===== src/rtl/bcd_a_binario.sv =====
// Sequential packed-BCD to binary converter: one digit per clock, most significant digit first.
// Digits above 9 are flagged at capture time and skip the conversion entirely.
module bcd_a_binario #(
  parameter int DIGITOS = 4,
  parameter int ANCHO   = 14
) (
  input  logic                   clk,
  input  logic                   rst,
  input  logic                   start,
  input  logic [4*DIGITOS-1:0]   BCD_in,
  output logic [ANCHO-1:0]       bin_out,
  output logic                   busy,
  output logic                   done,
  output logic                   error
);

  localparam int CW = $clog2(DIGITOS + 1);

  typedef enum logic [1:0] {IDLE, CONV, FIN} state_t;

  state_t               state, state_n;
  logic [4*DIGITOS-1:0] sh, sh_n;
  logic [ANCHO-1:0]     acc, acc_n, acc_step, bin_n;
  logic [CW-1:0]        cnt, cnt_n;
  logic                 busy_n, done_n, error_n, bad_digit;

  always_comb begin
    bad_digit = 1'b0;
    for (int i = 0; i < DIGITOS; i++) begin
      if (BCD_in[4*i +: 4] > 4'd9) bad_digit = 1'b1;
    end
  end

  // acc*10 as two shifts; ANCHO is sized so this never overflows.
  assign acc_step = (acc << 3) + (acc << 1) + ANCHO'(sh[4*DIGITOS-1 -: 4]);

  always_comb begin
    state_n = state;
    sh_n    = sh;
    acc_n   = acc;
    cnt_n   = cnt;
    bin_n   = bin_out;
    busy_n  = busy;
    done_n  = 1'b0;
    error_n = error;
    unique case (state)
      IDLE: begin
        if (start) begin
          sh_n  = BCD_in;
          acc_n = '0;
          cnt_n = '0;
          if (bad_digit) begin
            state_n = FIN;
            error_n = 1'b1;
            bin_n   = '0;
            done_n  = 1'b1;
            busy_n  = 1'b0;
          end else begin
            state_n = CONV;
            busy_n  = 1'b1;
          end
        end
      end
      CONV: begin
        acc_n = acc_step;
        sh_n  = sh << 4;
        if (cnt == CW'(DIGITOS - 1)) begin
          state_n = FIN;
          bin_n   = acc_step;
          error_n = 1'b0;
          busy_n  = 1'b0;
          done_n  = 1'b1;
        end else begin
          cnt_n = cnt + CW'(1);
        end
      end
      FIN:     state_n = IDLE;
      default: state_n = IDLE;
    endcase
  end

  always_ff @(posedge clk) begin
    if (rst) begin
      state   <= IDLE;
      sh      <= '0;
      acc     <= '0;
      cnt     <= '0;
      bin_out <= '0;
      busy    <= 1'b0;
      done    <= 1'b0;
      error   <= 1'b0;
    end else begin
      state   <= state_n;
      sh      <= sh_n;
      acc     <= acc_n;
      cnt     <= cnt_n;
      bin_out <= bin_n;
      busy    <= busy_n;
      done    <= done_n;
      error   <= error_n;
    end
  end

endmodule


===== config.mk =====
export PLATFORM = sky130hd
export DESIGN_NAME = bcd_a_binario
export DESIGN_NICKNAME = d
export VERILOG_FILES = /design/src/rtl/bcd_a_binario.sv
export SDC_FILE = /design/constraint.sdc
export NUM_CORES = 1
export LEC_CHECK = 0
export BUFFER_PORTS_ARGS = -buffer_cell sky130_fd_sc_hd__buf_2
export CAP_MARGIN = 20
export CORE_ASPECT_RATIO = 0.9
export CORE_MARGIN = 10
export CORE_UTILIZATION = 34
export DETAILED_ROUTE_END_ITERATION = 7
export GPL_TIMING_DRIVEN = 0
export SLEW_MARGIN = 20
export SYNTH_ARGS = -nofsm -noshare
export SYNTH_HDL_FRONTEND = slang
export SYNTH_SLANG_ARGS = --single-unit

===== constraint.sdc =====
create_clock -name clk -period 2.35 [get_ports clk]
set_input_delay 0.47 -clock clk [delete_from_list [all_inputs] [get_ports clk]]
set_output_delay 0.47 -clock clk [all_outputs]
set_load 0.03 [all_outputs]

After elaboration in Yosys (flattened, before gate mapping) --
Cells that the tools add are included.
Storage, ports and cells: register bits after elaboration 51, input bits 19, word-level logic and storage cells 58
Cells by class: $add $sub $neg 3, order comparisons 4, equality and inequality tests 6, multiplexer cells 30, reductions and logical operators 7
Operators with widths (number):
- 2-to-1 mux 14 bit | 3
- one-hot mux 16 bit (2 select lines) | 1
- one-hot mux 14 bit (2 select lines) | 1
- one-hot mux 13 bit (2 select lines) | 1
- greater-than comparator 4 bit (second input constant) | 4
- 2-to-1 mux 16 bit | 1
- adder 14 bit | 1
- adder 14 x 4 -> 14 bit | 1
- 2-to-1 mux 13 bit | 1
- 2-to-1 mux 1 bit | 12
- != test 2 bit (second input constant) | 4
- 2-to-1 mux 2 bit | 3
- 2-to-1 mux 3 bit | 2
- one-hot mux 1 bit (2 select lines) | 3
- one-hot mux 3 bit (2 select lines) | 1
- AND reduction 3 bit | 2
- one-hot mux 2 bit (2 select lines) | 1
- AND reduction 2 bit | 2
- AND reduction 4 bit | 1
- adder 3 x 1 -> 3 bit (second input constant) | 1
- equality test 3 x 2 -> 1 bit (second input constant) | 1
- equality test 2 x 1 -> 1 bit (second input constant) | 1
- zero test 2 bit | 1
- nonzero test 2 bit | 1

Depth between registers and ports, before layout --
Gate-level depths: netlist of run 1.
depth in word-level cells 8, mapped depth 10

Worst setup path before layout of run 1 --
No wires, ideal clock.
path kind register to register, start point register acc[0], end point register acc[10], arrival 2.296 ns, setup slack -0.068 ns, cell stages (with the launch flop) 10, buffers on the path 0, cells stage by stage dfxtp_1 > inv_1 > fa_1 > fa_1 > nand2b_1 > a21oi_1 > o21ai_2 > a21oi_4 > nor4b_1 > a311o_2
On the way: word-level cells in the longest chain between the ends 3
RTL lines:
- from (decl) | RTL line 23 | logic [ANCHO-1:0] acc, acc_n, acc_step, bin_n;
- from (signal assigned) | RTL line 95 | acc <= acc_n;
- adder 14 bit | RTL line 35 | assign acc_step = (acc << 3) + (acc << 1) + ANCHO'(sh[4*DIGITOS-1 -: 4]);
- adder 14 x 4 -> 14 bit | RTL line 35
- one-hot mux 13 bit (2 select lines) | RTL line 46 | unique case (state)
Every way passes these cells. A chain may end at the register's enable or synchronous reset.

Final worst setup path of run 1 --
start point register acc[0], end point register acc[11]
Same word-level chain as after synthesis.

==> flow_summary.ini, run 1 <==
[pwr]
p_leak_nw = 1.46
power_density_mw_per_mm2 = 538
max-vdd-ir-drop_mv = 0.348

[clock_network]
cts.sinks = 51
clk_pin_slew_ps = 100
clock_latency_ps = 320
cts-root-buf = clkbuf_8
numCtsBuffers = 5
clk_path_buf_depth = 2
ctsHtreeMaxLevel = 2
cts_tree = done

[cells_and_area]
drive_above_1_share_pct = 22.6
syn2layout_area_growth_pct = 18.3
antenna_cells = 0
utilization_pct = 40.9
final_nets = 411
design_area_sq_mm = 0.00326
fillers = 816

[synth]
async_flop_share_pct = 0
ys_ff_latch = 51
synth-edff-count = 0
yosysTopAreaCellShare_pct = 37.0
syn_area_per_cell_sq_um = 8.63
synth_seq_area_share_pct = 37.0
synth_fp_nets = 365
synth_top_flop_cell = dfxtp_1
syn_inst = 320
yosys-top-cells-count = 51 x dfxtp_1, 46 x nor2_1, 39 x nand2_1
yosysWarnings = 0
synth_area_leaders = dfxtp_1 37%, ha_1 11%, nor2_1 6.3%, nand2_1 5.3%, a311oi_1 3.8%
yosysTopAreaCell = dfxtp_1
yosysMostFrequentCell = dfxtp_1
synth_cell_type_count = 49
syn-cell-area_sq_mm = 0.00276

[sta]
maxSlewHeadroom_pct = 59.8
min_period_over_period_pct = 100
hold_ws_ps = 411
fin_crit_ps = 2350
rsz0062_at_grt = yes
finalHoldViolCount = 0
worst_pin_slew_ps = 604
finalSetupViolCount = 0
fmax_ghz = 0.426
clock_skew_ps = 10.5
drv_slew = 0

[worst_setup_path]
start_kind = register
critPathKind = register to register
cp-end-kind = register
worstPathArrival_ps = 2590
cp_max_fo = 4
required_ps = 2590

[placement]
hpwl_mm = 5.40
gp_congestion = 0.856
portBuffers = 35
placed_area_sq_mm = 0.00307

[route]
drtIter0Drc = 105
num_vias = 2460
wl_mm = 7.14
firstDrtPassIters = 4
wire_per_inst_um = 15.3
ant_nets = 0
drc_errors = 0
viasPerCell = 5.28

[floorplan]
initial_core_util_pct = 34.5
coreArea_sq_mm = 0.00799
die_area_sq_mm = 0.0121
die_x_um = 115
ios = 36
rows = 31
die_y_um = 105

[global_routing]
grt_overflow = 0
grt_pass1_vias = 2472
grt_pass1_wl_mm = 11.9
grt_max_degree = 18
antenna_found_initial = 0
grt_usage_pct = 11.7

[run]
drv_cap = 0

[run_status]
status = complete, no violations

[min_path]
hold_path.class = input pin to register
per-stage QoR:
step	instances	total power, mW	TNS [ps]	setup WS (ps)
floorplan	320	1.06	0	13.1
global placement	454	1.13	-544	-149
detailed placement	454	1.13	-505	-161
CTS	465	1.77	-8.81	-8.81
global route	466	1.82	-860	-142
finish	466	1.76	0	1.01
worst max-delay path: stages, from the launching register on:
cell and delay (ps):
dfxtp_2 350, inv_2 40, fa_1 570, inv_1 50
ha_1 260, a21o_1 130, nand4_1 150, nand2_2 150
a21boi_2 90, or4_4 420, o211ai_2 70
path summary, 6_finish.rpt:
kind	cells past startpoint	slack, ps	from	endpoint
worst max-delay path	10	1	acc[0]	acc[11]
worst min register to register	2	460	bin_out[4]	bin_out[4]
worst min-delay path	3	410	BCD_in[0]	sh[0]
worst max register to register	10	1	acc[0]	acc[11]
layout make-up:
type	instances	area [sq um]	area share [%]
clock inverters	3	46.3	1.42
repair buffers	39	205	6.29
inverters	13	48.8	1.49
multi-input cells	240	1660	50.9
flip-flops and latches	51	1020	31.4
clock buffers	5	68.8	2.11
plain buffers	16	83.8	2.57
well taps	99	124	3.79
logic make-up after synthesis:
logic type                 Yosys count  synth area share [%]
DFF                                 51                  37.0
buffers and inverters               29                  4.81
and+or+nand+nor                    124                  20.5
adders and majority gates           26                  12.3
muxes                                2                 0.725
xor gates and xnor gates             9                  2.86
AOI/OAI and AO/OA                   79                  21.8
metal layers:
layer  wire, um  part of all wire, %  vias to the layer above  track usage (%)
met5          0                    0                        -                0
met4        100                  1.4                        0             4.06
met3        316                  4.4                        9             2.38
met2       3160                   44                       51             17.6
met1       3570                   50                     1172             16.3
li1           -                    -                     1228                -
sequential cells by signal, summed over array words and instances (netlist names):
signal / count
busy: 1
state: 2
cnt: 3
bin_out: 14
error: 1
sh: 16
done: 1
acc: 13
repair_timing:
item                       in CTS  in global routing
hold buffers                    0                  0
pin swaps                       5                  4
resized for setup               5                  7
setup endpoints to repair       7                 10
buffers inserted                3                  1
power breakdown:
part / total (mW) / leakage (nW) / internal (mW) / switching (mW)
logic: 0.195 / 0.986 / 0.0679 / 0.127
registers: 0.916 / 0.417 / 0.896 / 0.0203
clock network: 0.645 / 0.0548 / 0.321 / 0.323
total: 1.76 / 1.46 / 1.28 / 0.471
placed cells by master (no fill, tap or decap), types with 2 or more instances in the layout:
cell type and count:
a21o_1 4, a21oi_1 19, a21oi_4 3, a22o_1 5, a22oi_1 12, a311oi_1 12, a31oi_1 4, and3_1 2
buf_2 39, buf_4 7, clkbuf_1 8, clkbuf_8 5, dfxtp_1 48, dfxtp_2 3, ha_1 23, inv_1 12
mux2i_1 2, nand2_1 39, nand2_2 3, nand2b_1 2, nand3_1 9, nand4_1 3, nor2_1 46, nor2b_1 3
nor3_1 4, nor4b_1 3, o21ai_0 7, o21ai_2 2, xnor2_1 5, xor2_1 2
Power figures use the tool's default switching activity.
==> inputs of run 2 (changes only) <==
--- a/config.mk
+++ b/config.mk
@@ -7,7 +7,7 @@
 export LEC_CHECK = 0
 export BUFFER_PORTS_ARGS = -buffer_cell sky130_fd_sc_hd__buf_2
 export CAP_MARGIN = 20
-export CORE_ASPECT_RATIO = 0.9
+export CORE_ASPECT_RATIO = 0.8
 export CORE_MARGIN = 10
 export CORE_UTILIZATION = 34
 export DETAILED_ROUTE_END_ITERATION = 7
==> flow_summary.ini, run 2 (synthesis results as in run 1) <==
[run_status]
status = complete, but fails checks
failed_checks = setup timing

[clock_network]
ctsHtreeMaxLevel = 2
clock_latency_ps = 310
numCtsBuffers = 5
holdBufCountCts = 0
cts.sinks = 51
clk_pin_slew_ps = 100
cts_tree = done
clk_path_buf_depth = 2
cts-root-buf = clkbuf_8

[floorplan]
initial_core_util_pct = 34.9
die_y_um = 101
ios = 36
die_area_sq_mm = 0.0121
coreArea_sq_mm = 0.00791
die_x_um = 121
rows = 29

[route]
num_vias = 2458
firstDrtPassIters = 4
ant_nets = 0
wl_mm = 7.35
viasPerCell = 5.15
wire_per_inst_um = 15.4
drtIter0Drc = 133
drc_errors = 0

[pwr]
internal_power_mw = 1.39
power_density_mw_per_mm2 = 548
max-vdd-ir-drop_mv = 0.283
switching_share_pct = 24.8
clkPwrFrac_pct = 39.7
combPwrFrac_pct = 10.7
power_frac_seq_pct = 49.6
p_leak_nw = 1.49
p_sw_mw = 0.458

[worst_setup_path]
start_kind = register
cp_cell_sequence = inv_2 > fa_1 > inv_1 > ha_1 > a21o_1 > nand4_1 > nand2_2 > a21boi_2 > or4_1 > o211ai_2
cp_max_fo = 3
cp-end-kind = register
worstPathArrival_ps = 2620
critPathKind = register to register
required_ps = 2590
slowest_delay_ps = 570
rrSetupSlack_ps = -20
worst_path_max_delay_cell = fa_1

[placement]
placedCellCount = 463
gp_congestion = 0.825
hpwl_mm = 5.56
placed_area_sq_mm = 0.00308
portBuffers = 35
place_worst_setup_slack_ps = -154

[sta]
fin_crit_ps = 2370
maxSlewHeadroom_pct = 57.7
hold_ws_ps = 410
drv_slew = 0
setup_tns_ps = -34.4
worst_pin_slew_ps = 635
rsz0062_at_grt = yes
finalSetupViolCount = 2
fmax_ghz = 0.421
finalHoldViolCount = 0
clock_skew_ps = 12.8
timing.final.ws_setup_ps = -23.7
min_period_over_period_pct = 101

[cells_and_area]
design_area_sq_mm = 0.00337
antenna_cells = 0
layout_common_cells = 49 x dfxtp_1, 46 x nor2_1, 39 x nand2_1, 39 x buf_2, 23 x ha_1
syn2layout_area_growth_pct = 22.0
largest-register = sh
final_common_cell = dfxtp_1
fin_cells = 477
reg_top3 = sh x16, bin_out x14, acc x13
final_nets = 413
largest_reg_flops = 16
drive_above_1_share_pct = 23.8

[min_path]
hold_path.class = input pin to register

[global_routing]
grt_pass1_vias = 2465
antenna_found_initial = 0
grt_overflow = 0
grt_max_degree = 17
grt_usage_pct = 12.3
grt_pass1_wl_mm = 12.2

[run]
drv_cap = 0
run 2: final cells by class:
type                       instances  area, sq um
clock inverter                     3         67.6
fill                             830         4540
sequential                        51         1020
multi-input combinational        240         1710
timing repair buffer              41          233
buffer                            16         83.8
tap                              108          135
inverter                          13         48.8
clock buffer                       5         68.8
run 2: layer usage:
layer	share of wire (%)	up-vias	GRT usage, %
li1	-	1235	-
met1	50	1173	16.0
met2	45	45	19.7
met3	3.8	5	2.58
met4	0.83	0	3.98
met5	0	-	0
run 2: power groups by stage:
stage          sequential, mW  combinational [mW]  clock (mW)
3_5_place_dp            0.935               0.196           0
2_1_floorplan           0.938               0.124           0
3_3_place_gp            0.935               0.195           0
5_1_grt                 0.921               0.221       0.787
6_report                0.916               0.197       0.733
4_1_cts                 0.915               0.197       0.750
run 2: path summary, 6_finish.rpt:
kind	startpoint	endpoint	cells after the start
setup / recovery	acc[0]	acc[11]	10
hold / removal	BCD_in[8]	sh[8]	3
setup reg to reg	acc[0]	acc[11]	10
hold reg to reg	bin_out[4]	bin_out[4]	2
run 2: critical path, delay by kind of cell (launching register included):
kind | cells | cell delay, ps
adder cells (fa/ha/maj) | 2 | 830
buffers and inverters | 2 | 90
flip-flops | 1 | 350
AND/OR/NAND/NOR | 3 | 740
AO/OA/AOI/OAI | 3 | 280
run 2: repair_timing:
action                                  CTS  global route
pin swaps                                 5             7
setup buffers                             3             3
gates resized for setup                   6            13
endpoints found under the setup margin    9            11
run 2: metrics by stage:
step | utilization, % | total power [mW]
5_1_grt | 42.6 | 1.93
6_report | 42.6 | 1.85
3_3_place_gp | 38.9 | 1.13
3_5_place_dp | 38.9 | 1.13
2_1_floorplan | - | 1.06
4_1_cts | 41.2 | 1.86
==> inputs of run 3 (changes only) <==
--- a/config.mk
+++ b/config.mk
@@ -10,6 +10,7 @@
 export CORE_ASPECT_RATIO = 0.8
 export CORE_MARGIN = 10
 export CORE_UTILIZATION = 34
+export CTS_CLUSTER_SIZE = 25
 export DETAILED_ROUTE_END_ITERATION = 7
 export GPL_TIMING_DRIVEN = 0
 export SLEW_MARGIN = 20
==> constraint.sdc (replaced) <==
create_clock -name clk -period 2.1 [get_ports clk]
set_input_delay 0.42 -clock clk [delete_from_list [all_inputs] [get_ports clk]]
set_output_delay 0.42 -clock clk [all_outputs]
set_load 0.03 [all_outputs]
==> flow_summary.ini, run 3 (synthesis results as in run 1) <==
[sta]
maxSlewHeadroom_pct = 59.5
drv_slew = 0
fmax_ghz = 0.416
min_period_over_period_pct = 114
worst_pin_slew_ps = 608
timing.final.ws_setup_ps = -304
clock_skew_ps = 3.41
rsz0062_at_grt = yes
fin_crit_ps = 2400
finalSetupViolCount = 17
finalHoldViolCount = 0

[min_path]
hold_path_startpoint = BCD_in[4]
hold_path.class = input pin to register
whs_endpoint = sh[4]
hold_depth = 3

[worst_setup_path]
critPathKind = register to register
worstPathArrival_ps = 2610
r2r-start = sh[15]
cp_max_fo = 3
rrSetupSlack_ps = -300
required_ps = 2310
reg2reg_depth = 9
r2r_end = acc[10]
cp-end-kind = register
start_kind = register

[run_status]
failed_checks = setup timing
status = complete, but fails checks

[floorplan]
rows = 29
die_y_um = 101
ios = 36
die_x_um = 121
die_area_sq_mm = 0.0121
initial_core_util_pct = 34.9
coreArea_sq_mm = 0.00791

[cells_and_area]
final_nets = 417
design_area_sq_mm = 0.00341
final_common_cell = dfxtp_1
drive_above_1_share_pct = 28.2
fillers = 807
syn2layout_area_growth_pct = 23.5
reg_top3 = sh x16, bin_out x14, acc x13
utilization_pct = 43.1
layout_common_cells = 47 x dfxtp_1, 45 x nor2_1, 39 x nand2_1, 39 x buf_2, 21 x ha_1
largest_reg_flops = 16
largest-register = sh
antenna_cells = 0

[clock_network]
cts.sinks = 51
numCtsBuffers = 5
ctsHtreeMaxLevel = 2
clk_pin_slew_ps = 100
clk_path_buf_depth = 2
clock_latency_ps = 310
cts-root-buf = clkbuf_8
cts_tree = done
holdBufCountCts = 0

[global_routing]
grt_usage_pct = 12.2
antenna_found_initial = 0
grt_overflow = 0
grt_max_degree = 17
grt_pass1_vias = 2434
grt_pass1_wl_mm = 12.1

[placement]
gp_congestion = 0.829
portBuffers = 35
hpwl_mm = 5.50
placed_area_sq_mm = 0.00310

[run]
drv_cap = 0

[route]
num_vias = 2457
drc_errors = 0
viasPerCell = 5.11
wl_mm = 7.42
wire_per_inst_um = 15.4
firstDrtPassIters = 4
drtIter0Drc = 109
ant_nets = 0

[pwr]
max-vdd-ir-drop_mv = 0.274
power_density_mw_per_mm2 = 575
p_leak_nw = 1.51
-- run 3: area by class of cell --
cell class	instances	area, sq um	share of cell area (%)
multi-input combinational	240	1750	51.2
inverter	13	48.8	1.43
sequential	51	1030	30.1
clock inverter	3	43.8	1.28
timing repair buffer	45	258	7.56
clock buffer	5	68.8	2.02
tap	108	135	3.96
buffer	16	83.8	2.46
-- run 3: what timing repair did --
item	4_1_cts	5_1_grt
gates resized for setup	10	17
setup buffers	5	5
endpoints found under the setup margin	14	17
pin swaps	5	11
-- run 3: per-stage QoR --
| step | total power [mW] | setup TNS (ps) | std cells | setup WS, ps | hold WS (ps) |
|---|---|---|---|---|---|
| 3_5_place_dp | 1.27 | -2310 | 463 | -293 | 446 |
| 4_1_cts | 1.97 | -2740 | 476 | -269 | 354 |
| 5_1_grt | 2.04 | -5340 | 481 | -404 | 359 |
| 6_report | 1.96 | -3550 | 481 | -304 | 357 |
| 2_1_floorplan | 1.19 | -383 | 320 | -111 | 448 |
| 3_3_place_gp | 1.26 | -2210 | 463 | -292 | 441 |
-- run 3: per-layer routing --
| layer | share of wire (%) | track usage (%) | vias to the layer above |
|---|---|---|---|
| li1 | - | - | 1242 |
| met1 | 52 | 16.2 | 1172 |
| met2 | 44 | 19.2 | 36 |
| met3 | 3.5 | 2.86 | 7 |
| met4 | 1.1 | 3.80 | 0 |
| met5 | 0 | 0 | - |
-- run 3: where the power goes --
group,internal [mW],switching [mW]
clock network,0.356,0.357
registers,1.00,0.0230
logic,0.0770,0.145
-- run 3: worst max-delay path: stages (launching register included) --
cell and delay, ps:
dfxtp_2 360, inv_2 40, fa_1 510, fa_2 380
nand2b_4 170, a21oi_4 180, o21ai_2 100, a21oi_4 200
nor4b_2 70, a311o_2 310
-- run 3: worst max path at each step --
stage	from	end	slack, ps	cells past startpoint
after floorplan	sh[15]	acc[10]	-110	9
after global placement	acc[0]	bin_out[8]	-290	9
after detailed placement	acc[1]	bin_out[8]	-290	10
after CTS	sh[15]	acc[11]	-270	10
after global routing	sh[15]	acc[11]	-400	10
final	sh[15]	acc[10]	-300	9
